### config.mk
export PLATFORM = sky130hd
export DESIGN_NAME = mh2bin_seq_flat
export DESIGN_NICKNAME = d
export VERILOG_FILES = /design/src/rtl/mh2bin_seq_pkg.sv /design/src/rtl/mh2bin_seq_if.sv /design/src/rtl/mh2bin_seq_prio_enc_rr.sv /design/src/rtl/mh2bin_seq.sv /design/src/flat_wrapper.sv
export SDC_FILE = /design/constraint.sdc
export NUM_CORES = 1
export LEC_CHECK = 0
export ABC_AREA = 1
export BUFFER_PORTS_ARGS = -buffer_cell sky130_fd_sc_hd__buf_2
export CORE_MARGIN = 5
export CORE_UTILIZATION = 39
export DETAILED_ROUTE_END_ITERATION = 16
export REMOVE_ABC_BUFFERS = 1
export SYNTH_ARGS = -nofsm -noshare
export SYNTH_HDL_FRONTEND = slang
export SYNTH_SLANG_ARGS = --single-unit
### constraint.sdc
create_clock -name clk -period 7.1 [get_ports clk]
set_clock_uncertainty 0.1 [all_clocks]
set_input_delay 0.71 -clock clk [delete_from_list [all_inputs] [get_ports clk]]
set_output_delay 0.71 -clock clk [all_outputs]
set_load 0.05 [all_outputs]
### src/rtl/mh2bin_seq_pkg.sv
// Shared definitions for the multi-hot to binary encoder slice.
// Index widths are derived here so the interface and all modules agree on them.
package mh2bin_seq_pkg;

  // A 1-wide vector still needs a 1-bit index port.
  function automatic int clog2_safe(input int width);
    return (width < 2) ? 1 : $clog2(width);
  endfunction

endpackage

### src/rtl/mh2bin_seq_if.sv
// Vector-in / index-out stream bundle for mh2bin_seq.
// The slave modport is the encoder; the master modport is the producer/consumer side.
interface mh2bin_seq_if
  import mh2bin_seq_pkg::*;
#(
  parameter int VEC_WIDTH = 32,
  parameter int BIN_WIDTH = clog2_safe(VEC_WIDTH)
);
  logic                 in_valid_i;
  logic                 in_ready_o;
  logic [VEC_WIDTH-1:0] in_vec_i;
  logic                 out_valid_o;
  logic                 out_ready_i;
  logic [BIN_WIDTH-1:0] out_idx_o;
  logic [VEC_WIDTH-1:0] out_oh_o;
  logic                 out_last_o;

  modport slave (
    input  in_valid_i, in_vec_i, out_ready_i,
    output in_ready_o, out_valid_o, out_idx_o, out_oh_o, out_last_o
  );

  modport master (
    output in_valid_i, in_vec_i, out_ready_i,
    input  in_ready_o, out_valid_o, out_idx_o, out_oh_o, out_last_o
  );
endinterface

### src/rtl/mh2bin_seq_prio_enc_rr.sv
// Combinational find-first-set starting at an offset, wrapping modulo VEC_WIDTH.
// Rotates the vector down by start_i, finds the lowest set bit, then adds the offset back.
module prio_enc_rr
  import mh2bin_seq_pkg::*;
#(
  parameter int VEC_WIDTH = 32,
  parameter int BIN_WIDTH = clog2_safe(VEC_WIDTH)
) (
  input  logic [VEC_WIDTH-1:0] vec_i,
  input  logic [BIN_WIDTH-1:0] start_i,
  output logic [BIN_WIDTH-1:0] idx_o,
  output logic [VEC_WIDTH-1:0] oh_o,
  output logic                 found_o
);

  localparam logic [BIN_WIDTH:0] VW_W = (BIN_WIDTH+1)'(VEC_WIDTH);

  logic [VEC_WIDTH-1:0] rot;
  logic [BIN_WIDTH-1:0] off;
  logic [BIN_WIDTH:0]   sum;

  // NOTE: every variable gets a default at the top of always_comb so no path can infer a latch.
  always_comb begin
    rot     = VEC_WIDTH'({vec_i, vec_i} >> start_i);
    off     = '0;
    found_o = |vec_i;
    for (int i = VEC_WIDTH - 1; i >= 0; i--) begin
      if (rot[i]) off = BIN_WIDTH'(i);
    end
    sum = {1'b0, start_i} + {1'b0, off};
    if (sum >= VW_W) sum = sum - VW_W;
    idx_o = found_o ? sum[BIN_WIDTH-1:0] : '0;
    oh_o  = found_o ? (VEC_WIDTH'(1) << idx_o) : '0;
  end

endmodule

### src/rtl/mh2bin_seq.sv
// Sequential multi-hot to binary encoder: loads a vector, then streams the index
// of each set bit, lowest-first or round-robin from the last emitted index.
module mh2bin_seq
  import mh2bin_seq_pkg::*;
#(
  parameter int VEC_WIDTH = 32,
  parameter int BIN_WIDTH = clog2_safe(VEC_WIDTH),
  parameter int RR_EN     = 0
) (
  input  logic        clk,
  input  logic        rst_n,
  input  logic        flush_i,
  mh2bin_seq_if.slave bus,
  output logic        zero_drop_o,
  output logic        busy_o
);

  logic [VEC_WIDTH-1:0] mask_q, mask_d;
  logic [BIN_WIDTH-1:0] ptr_q, ptr_d;
  logic                 zero_drop_q, zero_drop_d;

  logic [BIN_WIDTH-1:0] start;
  logic [BIN_WIDTH-1:0] sel_idx;
  logic [VEC_WIDTH-1:0] sel_oh;
  logic                 sel_found;
  logic                 out_fire;
  logic                 in_fire;

  assign start = (RR_EN != 0) ? ptr_q : '0;

  prio_enc_rr #(
    .VEC_WIDTH (VEC_WIDTH),
    .BIN_WIDTH (BIN_WIDTH)
  ) u_enc (
    .vec_i   (mask_q),
    .start_i (start),
    .idx_o   (sel_idx),
    .oh_o    (sel_oh),
    .found_o (sel_found)
  );

  // Outputs depend only on registered state, so the consumer sees no input-to-output path.
  assign bus.out_valid_o = sel_found;
  assign bus.out_idx_o   = sel_idx;
  assign bus.out_oh_o    = sel_oh;
  assign bus.out_last_o  = sel_found & ((mask_q & (mask_q - VEC_WIDTH'(1))) == '0);

  assign out_fire       = bus.out_valid_o & bus.out_ready_i;
  assign bus.in_ready_o = ~flush_i & (~bus.out_valid_o | (out_fire & bus.out_last_o));
  assign in_fire        = bus.in_valid_i & bus.in_ready_o;

  assign zero_drop_o = zero_drop_q;
  assign busy_o      = |mask_q;

  always_comb begin
    mask_d      = mask_q;
    ptr_d       = ptr_q;
    zero_drop_d = 1'b0;
    if (out_fire) begin
      mask_d = mask_q & ~sel_oh;
      if (RR_EN != 0) begin
        ptr_d = (sel_idx == BIN_WIDTH'(VEC_WIDTH - 1)) ? '0 : sel_idx + BIN_WIDTH'(1);
      end
    end
    if (flush_i) mask_d = '0;
    // A new vector overwrites whatever the last beat left behind; ptr still follows that beat.
    if (in_fire) begin
      mask_d      = bus.in_vec_i;
      zero_drop_d = ~|bus.in_vec_i;
    end
  end

  // NOTE: state registers use non-blocking assignments so every flop samples pre-edge values.
  always_ff @(posedge clk or negedge rst_n) begin
    if (!rst_n) begin
      mask_q      <= '0;
      ptr_q       <= '0;
      zero_drop_q <= 1'b0;
    end else begin
      mask_q      <= mask_d;
      ptr_q       <= ptr_d;
      zero_drop_q <= zero_drop_d;
    end
  end

endmodule

### src/flat_wrapper.sv
// flat-port wrapper written by rule: the top's interface ports become plain ports
module mh2bin_seq_flat import mh2bin_seq_pkg::*;
#(
  parameter int VEC_WIDTH = 32,
  parameter int BIN_WIDTH = clog2_safe(VEC_WIDTH),
  parameter int RR_EN     = 0
)
  (clk, rst_n, flush_i, zero_drop_o, busy_o, bus_in_valid_i, bus_in_vec_i, bus_out_ready_i, bus_in_ready_o, bus_out_valid_o, bus_out_idx_o, bus_out_oh_o, bus_out_last_o);
  mh2bin_seq_if #(.VEC_WIDTH(VEC_WIDTH), .BIN_WIDTH(BIN_WIDTH)) bus_i ();
  input  logic clk;
  input  logic rst_n;
  input  logic flush_i;
  output logic zero_drop_o;
  output logic busy_o;
  input wire logic [$bits(bus_i.in_valid_i)-1:0] bus_in_valid_i;
  input wire logic [$bits(bus_i.in_vec_i)-1:0] bus_in_vec_i;
  input wire logic [$bits(bus_i.out_ready_i)-1:0] bus_out_ready_i;
  output wire logic [$bits(bus_i.in_ready_o)-1:0] bus_in_ready_o;
  output wire logic [$bits(bus_i.out_valid_o)-1:0] bus_out_valid_o;
  output wire logic [$bits(bus_i.out_idx_o)-1:0] bus_out_idx_o;
  output wire logic [$bits(bus_i.out_oh_o)-1:0] bus_out_oh_o;
  output wire logic [$bits(bus_i.out_last_o)-1:0] bus_out_last_o;
  assign bus_i.in_valid_i = bus_in_valid_i;
  assign bus_i.in_vec_i = bus_in_vec_i;
  assign bus_i.out_ready_i = bus_out_ready_i;
  assign bus_in_ready_o = bus_i.in_ready_o;
  assign bus_out_valid_o = bus_i.out_valid_o;
  assign bus_out_idx_o = bus_i.out_idx_o;
  assign bus_out_oh_o = bus_i.out_oh_o;
  assign bus_out_last_o = bus_i.out_last_o;
  mh2bin_seq #(.VEC_WIDTH(VEC_WIDTH), .BIN_WIDTH(BIN_WIDTH), .RR_EN(RR_EN)) u_core (.clk(clk), .rst_n(rst_n), .flush_i(flush_i), .bus(bus_i), .zero_drop_o(zero_drop_o), .busy_o(busy_o));
endmodule
==> results of run 1 <==
[worst register-to-register path: stages (launching register included)]
cell	delay (ps)
sky130_fd_sc_hd__dfrtp_1	410
sky130_fd_sc_hd__nor2_1	180
sky130_fd_sc_hd__inv_2	70
sky130_fd_sc_hd__nor2_2	110
sky130_fd_sc_hd__inv_2	50
sky130_fd_sc_hd__nor2_2	130
sky130_fd_sc_hd__nand2_1	100
sky130_fd_sc_hd__nor2_1	610
sky130_fd_sc_hd__inv_1	210
sky130_fd_sc_hd__nor2_1	220
sky130_fd_sc_hd__inv_1	80
sky130_fd_sc_hd__nor2_1	120
sky130_fd_sc_hd__a21oi_1	120
sky130_fd_sc_hd__inv_1	120
sky130_fd_sc_hd__nand2_1	60
sky130_fd_sc_hd__nor2_1	100
sky130_fd_sc_hd__nand4_1	120
sky130_fd_sc_hd__a21oi_2	520
sky130_fd_sc_hd__buf_4	360
sky130_fd_sc_hd__nand2_2	150
sky130_fd_sc_hd__nand3_4	490
sky130_fd_sc_hd__nand2_1	150
sky130_fd_sc_hd__o21ai_1	100
[synth_stat cells]
library cell	n	area share (%)
sky130_fd_sc_hd__nor2_4	1	0.40
sky130_fd_sc_hd__dfrtp_1	33	29
sky130_fd_sc_hd__buf_6	3	1.2
sky130_fd_sc_hd__nand2_2	1	0.22
sky130_fd_sc_hd__o21ai_1	29	5.1
sky130_fd_sc_hd__nand3_2	1	0.35
sky130_fd_sc_hd__a32o_1	3	1.1
sky130_fd_sc_hd__a21oi_2	1	0.31
sky130_fd_sc_hd__nor2_2	3	0.66
sky130_fd_sc_hd__buf_4	4	1.1
sky130_fd_sc_hd__o22ai_1	3	0.66
sky130_fd_sc_hd__o21ai_2	2	0.61
sky130_fd_sc_hd__nor4_1	8	1.8
sky130_fd_sc_hd__clkbuf_1	7	0.92
sky130_fd_sc_hd__nor3_2	1	0.35
sky130_fd_sc_hd__buf_1	3	0.40
sky130_fd_sc_hd__o31ai_1	4	1.1
sky130_fd_sc_hd__a31oi_1	1	0.22
sky130_fd_sc_hd__nand2_1	107	14
sky130_fd_sc_hd__inv_2	4	0.53
sky130_fd_sc_hd__inv_1	59	7.8
sky130_fd_sc_hd__nand3_4	1	0.61
sky130_fd_sc_hd__nor2_1	56	7.4
sky130_fd_sc_hd__a2111oi_0	2	0.61
sky130_fd_sc_hd__buf_2	4	0.70
sky130_fd_sc_hd__nand4_2	1	0.44
sky130_fd_sc_hd__nand4_1	21	4.6
sky130_fd_sc_hd__o2111ai_1	1	0.31
sky130_fd_sc_hd__o21ai_0	31	5.4
sky130_fd_sc_hd__nand3_1	34	6.0
sky130_fd_sc_hd__nor3_1	23	4.0
sky130_fd_sc_hd__o31ai_2	1	0.44
sky130_fd_sc_hd__a21oi_1	10	1.8
[flip-flops by register name, summed over array words and instances (netlist names)]
name,flops
u_core.mask_q,32
u_core.zero_drop_o,1
[per-stage QoR]
stage / cell area [µm²] / cells / setup slack [ps]
after floorplan: 2730 / 442 / 1390
after global placement: 3250 / 620 / 2560
after detailed placement: 3250 / 620 / 2420
after CTS: 3370 / 628 / 2110
after global routing: 3370 / 628 / 1620
final: 3370 / 628 / 1960
[cell families after synthesis]
kind of cell           after synthesis  synth area share, %
AND/OR/NAND/NOR                    258                 40.9
AO/OA/AOI/OAI                       88                 17.6
buffers and inverters               84                 12.6
flip-flops                          33                 29.0
[metal layers]
metal,vias to the layer above,global-route usage [%],share of wire [%]
met5,-,0,0
met3,8,2.13,4.8
met1,1530,28.2,47
met2,94,32.4,47
li1,1684,-,-
met4,0,4.86,1.1
[area by class of cell]
| type | instances | area [µm²] |
|---|---|---|
| tap | 99 | 124 |
| timing repair buffer | 79 | 398 |
| clock buffer | 6 | 82.6 |
| clock inverter | 2 | 37.5 |
| inverter | 63 | 236 |
| sequential | 33 | 826 |
| multi-input combinational | 346 | 1670 |
| fill | 761 | 3810 |
[worst paths after layout]
path	start	endpoint	slack [ps]	cells past startpoint
setup reg to reg	u_core.mask_q[2]	u_core.mask_q[25]	2350	22
min in group clk	u_core.mask_q[3]	u_core.mask_q[3]	480	2
setup / recovery	u_core.mask_q[2]	bus_out_last_o	1960	16
hold reg to reg	u_core.mask_q[3]	u_core.mask_q[3]	480	2
max in group asynchronous	rst_n	u_core.mask_q[29]	6000	1
hold / removal	rst_n	u_core.mask_q[21]	390	1
==> run metrics, run 1 <==
vias=3316; most common library cell in the layout ignoring fill and taps=sky130_fd_sc_hd__nand2_1; antenna violations before repair=0; hold bufs inserted after CTS=0; Hold WC Path Type=primary input to asynchronous set/reset pin; worst setup path class=register to output pin; global-route wire length before repair=14600 µm; most frequent CP cell=sky130_fd_sc_hd__nor2_1; critical path capture point type=output pin; worst-path maximum fanout=11; top library cells by usage in the layout, fill and taps aside=107 x sky130_fd_sc_hd__nand2_1, 78 x sky130_fd_sc_hd__buf_2, 59 x sky130_fd_sc_hd__inv_1; Final Wtd Congestion=0.908; Skew-Pair Late Insertion Delay=300 ps; Final Hold Fails=0; fraction of final layout cells with drive strength greater than 1=19.7%; setup repair after global routing missed its margin=no; horizontal extent of the die=95.5 µm; fin. max-slew vios=0; number of storage elements in the synthesis netlist=33; Fmax achieved=195 MHz; YS warnings=0; global route total overflow=0; startpoint kind of the worst setup timing path=register; syn_area_per_cell=6.15 µm²; Final HPWL DP=6870 µm; clock period minus worst slack=5140 ps; Buf/Inv on CP=5; run status=complete, no violations; slowest stage cell, crit path=sky130_fd_sc_hd__a2111oi_0; Cells after Synth=463; die height=95.5 µm; Vias per Instance=5.28; transition at the pin with the smallest max-transition slack=1080 ps; DRC errors left=0; share of the yosys chip area belonging to registers=29.0%; via count of the first global-routing pass=3017; effective utilization at floorplan=39.7%; count of distinct cell types in the synthesized netlist=33; Area Growth Syn to Fin=18.3%; final core area utilization=47.0%; # Max-Cap Violations=0; largest net degree at the start of global routing=64; cell at the root of the clock tree=sky130_fd_sc_hd__clkbuf_8; ratio of final minimum period to clock period=72.3%; Die Footprint=9110 µm²; combined area of all synthesized cells=2850 µm²; DRC violation total after the first TritonRoute iteration=122; slew margin rel.=28.3%; Antenna diodes=0; number of buffers between clock root and the deepest sink=2; worst path arrival time=4330 ps; number of buffers added on ports=78; CTS sink cnt=33; Post-layout nets=565; number of gates resized after CTS=0; worst hold-check slack=393 ps; Global Route Usage Sum=19.9%; data required time of the critical path=6290 ps; ANT nets after route=0; final wirelength=8910 µm; Max stage delay on crit path=620 ps; total iterations of the first detailed-routing run=5; io pins=79; Site Rows=31; number of H-tree levels=2; routed len/inst=14.2 µm; largest delay contributor family on the critical path=simple AND/OR/NAND/NOR gates; setup repair bufs after CTS=0; clock transition at the register clock pins on the worst setup and hold paths after CTS=80 ps; Setup Total Neg Slack=0 ps; CTS tree=done; final setup violation count=0; core region area=7180 µm²; CP cell instances=nor2_1, inv_2, nor2_2, inv_2, nor2_2, nand2_1, nor2_1, inv_1, nor2_1, inv_1, nor2_1, a21oi_1, a2111oi_0, nand3_1, a2111oi_0, buf_2; total CTS buffers=5
Power of run 1 is not shown: default switching activity piles up to over one toggle a cycle in this logic, so the estimate is an artifact.
==> run 2, diff against run 1 <==
- ABC_AREA: 1 -> 0
- PLACE_DENSITY: default -> 0.66
- clock period: 7.1 -> 4.5 ns (I/O delays scaled with it)
==> run 2 against run 1 <==
Worst setup slack got worse by 1500 ps; core utilization rose by 1.2 points; synthesized area fell by 10%; final cell count fell by 26%; critical path depth fell by 8; wire length rose by 3.4%; count of clock-buffer cells in the layout rose by 1; sequential cell count did not move; register-to-register slack got worse by 1500 ps; via count fell by 12%; first-iteration DRC count rose by 140%; critical path type unchanged; critical endpoint is now bus_in_ready_o; highest routed layer unchanged.
==> run metrics, run 2 <==
run status=complete, no violations (unchanged); top library cells by usage in the layout, fill and taps aside=78 x sky130_fd_sc_hd__buf_2, 63 x sky130_fd_sc_hd__nor2_1, 35 x sky130_fd_sc_hd__nand2_1 (was 107 x sky130_fd_sc_hd__nand2_1, 78 x sky130_fd_sc_hd__buf_2, 59 x sky130_fd_sc_hd__inv_1); worst path arrival time=3490 ps (was 4330 ps); setup repair bufs after CTS=0 (unchanged); largest net degree at the start of global routing=34 (was 64); critical path capture point type=output pin (unchanged); area fraction of the dominant cell type after synthesis=32.2% (was 29.0%); list of most frequent post-synthesis cells=63 x sky130_fd_sc_hd__nor2_1, 35 x sky130_fd_sc_hd__nand2_1, 33 x sky130_fd_sc_hd__dfrtp_1, 22 x sky130_fd_sc_hd__a32o_1, 16 x sky130_fd_sc_hd__nor4_1 (was 107 x sky130_fd_sc_hd__nand2_1, 59 x sky130_fd_sc_hd__inv_1, 56 x sky130_fd_sc_hd__nor2_1, 34 x sky130_fd_sc_hd__nand3_1, 33 x sky130_fd_sc_hd__dfrtp_1); Filler cells=658 (was 761); CP cell instances=or4_4, nor2_2, a21oi_1, a2111oi_0, nand4_1, o31a_1, nor2_1, buf_2 (was nor2_1, inv_2, nor2_2, inv_2, nor2_2, nand2_1, nor2_1, inv_1, nor2_1, inv_1, nor2_1, a21oi_1, a2111oi_0, nand3_1, a2111oi_0, buf_2); number of buffers between clock root and the deepest sink=2 (unchanged); DRC violation total after the first TritonRoute iteration=295 (was 122); horizontal extent of the die=91.1 µm (was 95.5 µm); clock period minus worst slack=4040 ps; count of distinct cell types in the synthesized netlist=58 (was 33); highest-utilization routing layer at the global route stage=met2 (unchanged); largest delay contributor family on the critical path=simple AND/OR/NAND/NOR gates (unchanged); Final Wtd Congestion=1.01 (was 0.908); worst setup path class=register to output pin (unchanged); Hold WC Path Type=primary input to asynchronous set/reset pin (unchanged); fraction of final layout cells with drive strength greater than 1=25.1% (was 19.7%); antenna violations before repair=0 (unchanged); prevailing post-synth register cell=sky130_fd_sc_hd__dfrtp_1 (unchanged); Die Footprint=8300 µm² (was 9110 µm²); Vias per Instance=6.27 (was 5.28); vias=2910 (was 3316); final core area utilization=48.1% (was 47.0%); Setup Total Neg Slack=0 ps (unchanged); io pins=79 (unchanged); Area Growth Syn to Fin=19.9% (was 18.3%); CTS tree=done (unchanged); clock transition at the register clock pins on the worst setup and hold paths after CTS=80 ps (about the same); total iterations of the first detailed-routing run=6 (was 5); Antenna diodes=0 (unchanged); ANT nets after route=0 (unchanged); final wirelength=9220 µm (was 8910 µm); met3 capacity usage during global routing=4.63% (was 2.13%); hold bufs inserted after CTS=0 (unchanged); # Max-Cap Violations=0 (unchanged); fin. max-slew vios=0 (unchanged); CTS sink cnt=33 (unchanged); register with the most flip-flops=u_core.mask_q (unchanged); top post-synthesis cells by area=sky130_fd_sc_hd__dfrtp_1 32%, sky130_fd_sc_hd__nor2_1 9.2%, sky130_fd_sc_hd__a32o_1 8.6% (was sky130_fd_sc_hd__dfrtp_1 29%, sky130_fd_sc_hd__nand2_1 14%, sky130_fd_sc_hd__inv_1 7.8%); met2 usage=32.6% (was 32.4%); Worst Slack Setup Final=464 ps (was 1960 ps); number of buffers added on ports=78 (unchanged); slowest stage cell, crit path=sky130_fd_sc_hd__or4_4 (was sky130_fd_sc_hd__a2111oi_0); Cells after Synth=318 (was 463); Final HPWL DP=6920 µm (was 6870 µm); Final Hold Fails=0 (unchanged); slew margin rel.=42.9% (was 28.3%); Site Rows=29 (was 31); max reg flops=32 (unchanged); worst-path maximum fanout=13 (was 11); ratio of final minimum period to clock period=89.7%; Max stage delay on crit path=600 ps (was 620 ps); pre-CTS WS=876 ps (was 2420 ps); Fmax achieved=248 MHz; Buf/Inv on CP=1 (was 5); transition at the pin with the smallest max-transition slack=849 ps (was 1080 ps); number of gates resized after CTS=0 (unchanged); count of flip-flops with a built-in enable after synthesis=0 (unchanged); Post-layout nets=423 (was 565); DRC errors left=0 (unchanged); global-route wire length before repair=14500 µm (was 14600 µm); worst hold-check slack=124 ps (was 393 ps); setup repair after global routing missed its margin=no (unchanged); global route total overflow=0 (unchanged); combined area of all synthesized cells=2560 µm² (was 2850 µm²); core region area=6390 µm² (was 7180 µm²); met1 routing resource usage after global routing=30.8% (was 28.2%); die height=91.1 µm (was 95.5 µm); Skew-Pair Late Insertion Delay=300 ps (about the same); most common library cell in the layout ignoring fill and taps=sky130_fd_sc_hd__buf_2 (was sky130_fd_sc_hd__nand2_1); final setup violation count=0 (unchanged); effective utilization at floorplan=40.2% (was 39.7%); syn_area_per_cell=8.07 µm² (was 6.15 µm²); startpoint kind of the worst setup timing path=register (unchanged); number of H-tree levels=2 (unchanged); most numerous cell in the Yosys netlist=sky130_fd_sc_hd__nor2_1 (was sky130_fd_sc_hd__nand2_1); YS warnings=0 (unchanged); data required time of the critical path=3950 ps (was 6290 ps); Global Route Usage Sum=21.7% (was 19.9%); number of storage elements in the synthesis netlist=33 (unchanged); fraction of synthesis flops using an asynchronous set or reset pin=100% (unchanged); cell at the root of the clock tree=sky130_fd_sc_hd__clkbuf_8 (unchanged); total CTS buffers=5 (unchanged); share of the yosys chip area belonging to registers=32.2% (was 29.0%); routed len/inst=19.9 µm (was 14.2 µm); post-synthesis cell type with the largest combined area=sky130_fd_sc_hd__dfrtp_1 (unchanged); via count of the first global-routing pass=2719 (was 3017)
run 2: cell types whose count changed after synthesis, moves of 8 or more:
cell	previous run	this run
sky130_fd_sc_hd__nand2_1	107	35
sky130_fd_sc_hd__inv_1	59	4
sky130_fd_sc_hd__nand3_1	34	5
sky130_fd_sc_hd__o21ai_1	29	0
sky130_fd_sc_hd__o21ai_0	31	10
sky130_fd_sc_hd__a32o_1	3	22
sky130_fd_sc_hd__nand4_1	21	6
sky130_fd_sc_hd__nor3_1	23	11
sky130_fd_sc_hd__nor4_1	8	16
run 2: path summary, 6_finish.rpt:
kind	from	end	slack, ps	cells after the start
max	u_core.mask_q[1]	bus_in_ready_o	460	8
min	rst_n	u_core.mask_q[9]	120	1
max reg2reg	u_core.mask_q[1]	u_core.mask_q[16]	810	9
min reg2reg	u_core.mask_q[6]	u_core.mask_q[6]	540	2
max in group asynchronous	rst_n	u_core.mask_q[27]	3680	1
min in group clk	bus_in_vec_i[7]	u_core.mask_q[7]	270	2
run 2: logic make-up after synthesis:
logic type | share of synthesized area (%)
flops | 32.2
fa+ha+maj | 0.390
compound gates | 26.0
buf+inv | 4.68
simple gates | 36.8
run 2: area by class of cell:
type / count / area [µm²] / area share [%]
multi-input cells: 262 / 1620 / 52.7
flip-flops and latches: 33 / 826 / 26.9
repair buffers: 79 / 398 / 12.9
well taps: 77 / 96.3 / 3.13
clock buffers: 7 / 86.3 / 2.81
clock inverters: 1 / 30.0 / 0.977
inverters: 5 / 18.8 / 0.611
run 2: metal layers:
metal | up-vias | routed length [µm]
met5 | - | 0
met1 | 1370 | 4160
met3 | 22 | 821
met4 | 0 | 255
li1 | 1353 | -
met2 | 165 | 3980
run 2: through the flow:
stage | cells | area, µm²
global placement | 456 | 2960
global route | 464 | 3070
floorplan | 300 | 2460
detailed placement | 456 | 2960
finish | 464 | 3070
CTS | 464 | 3070
Power of run 2 is left out for the same reason.
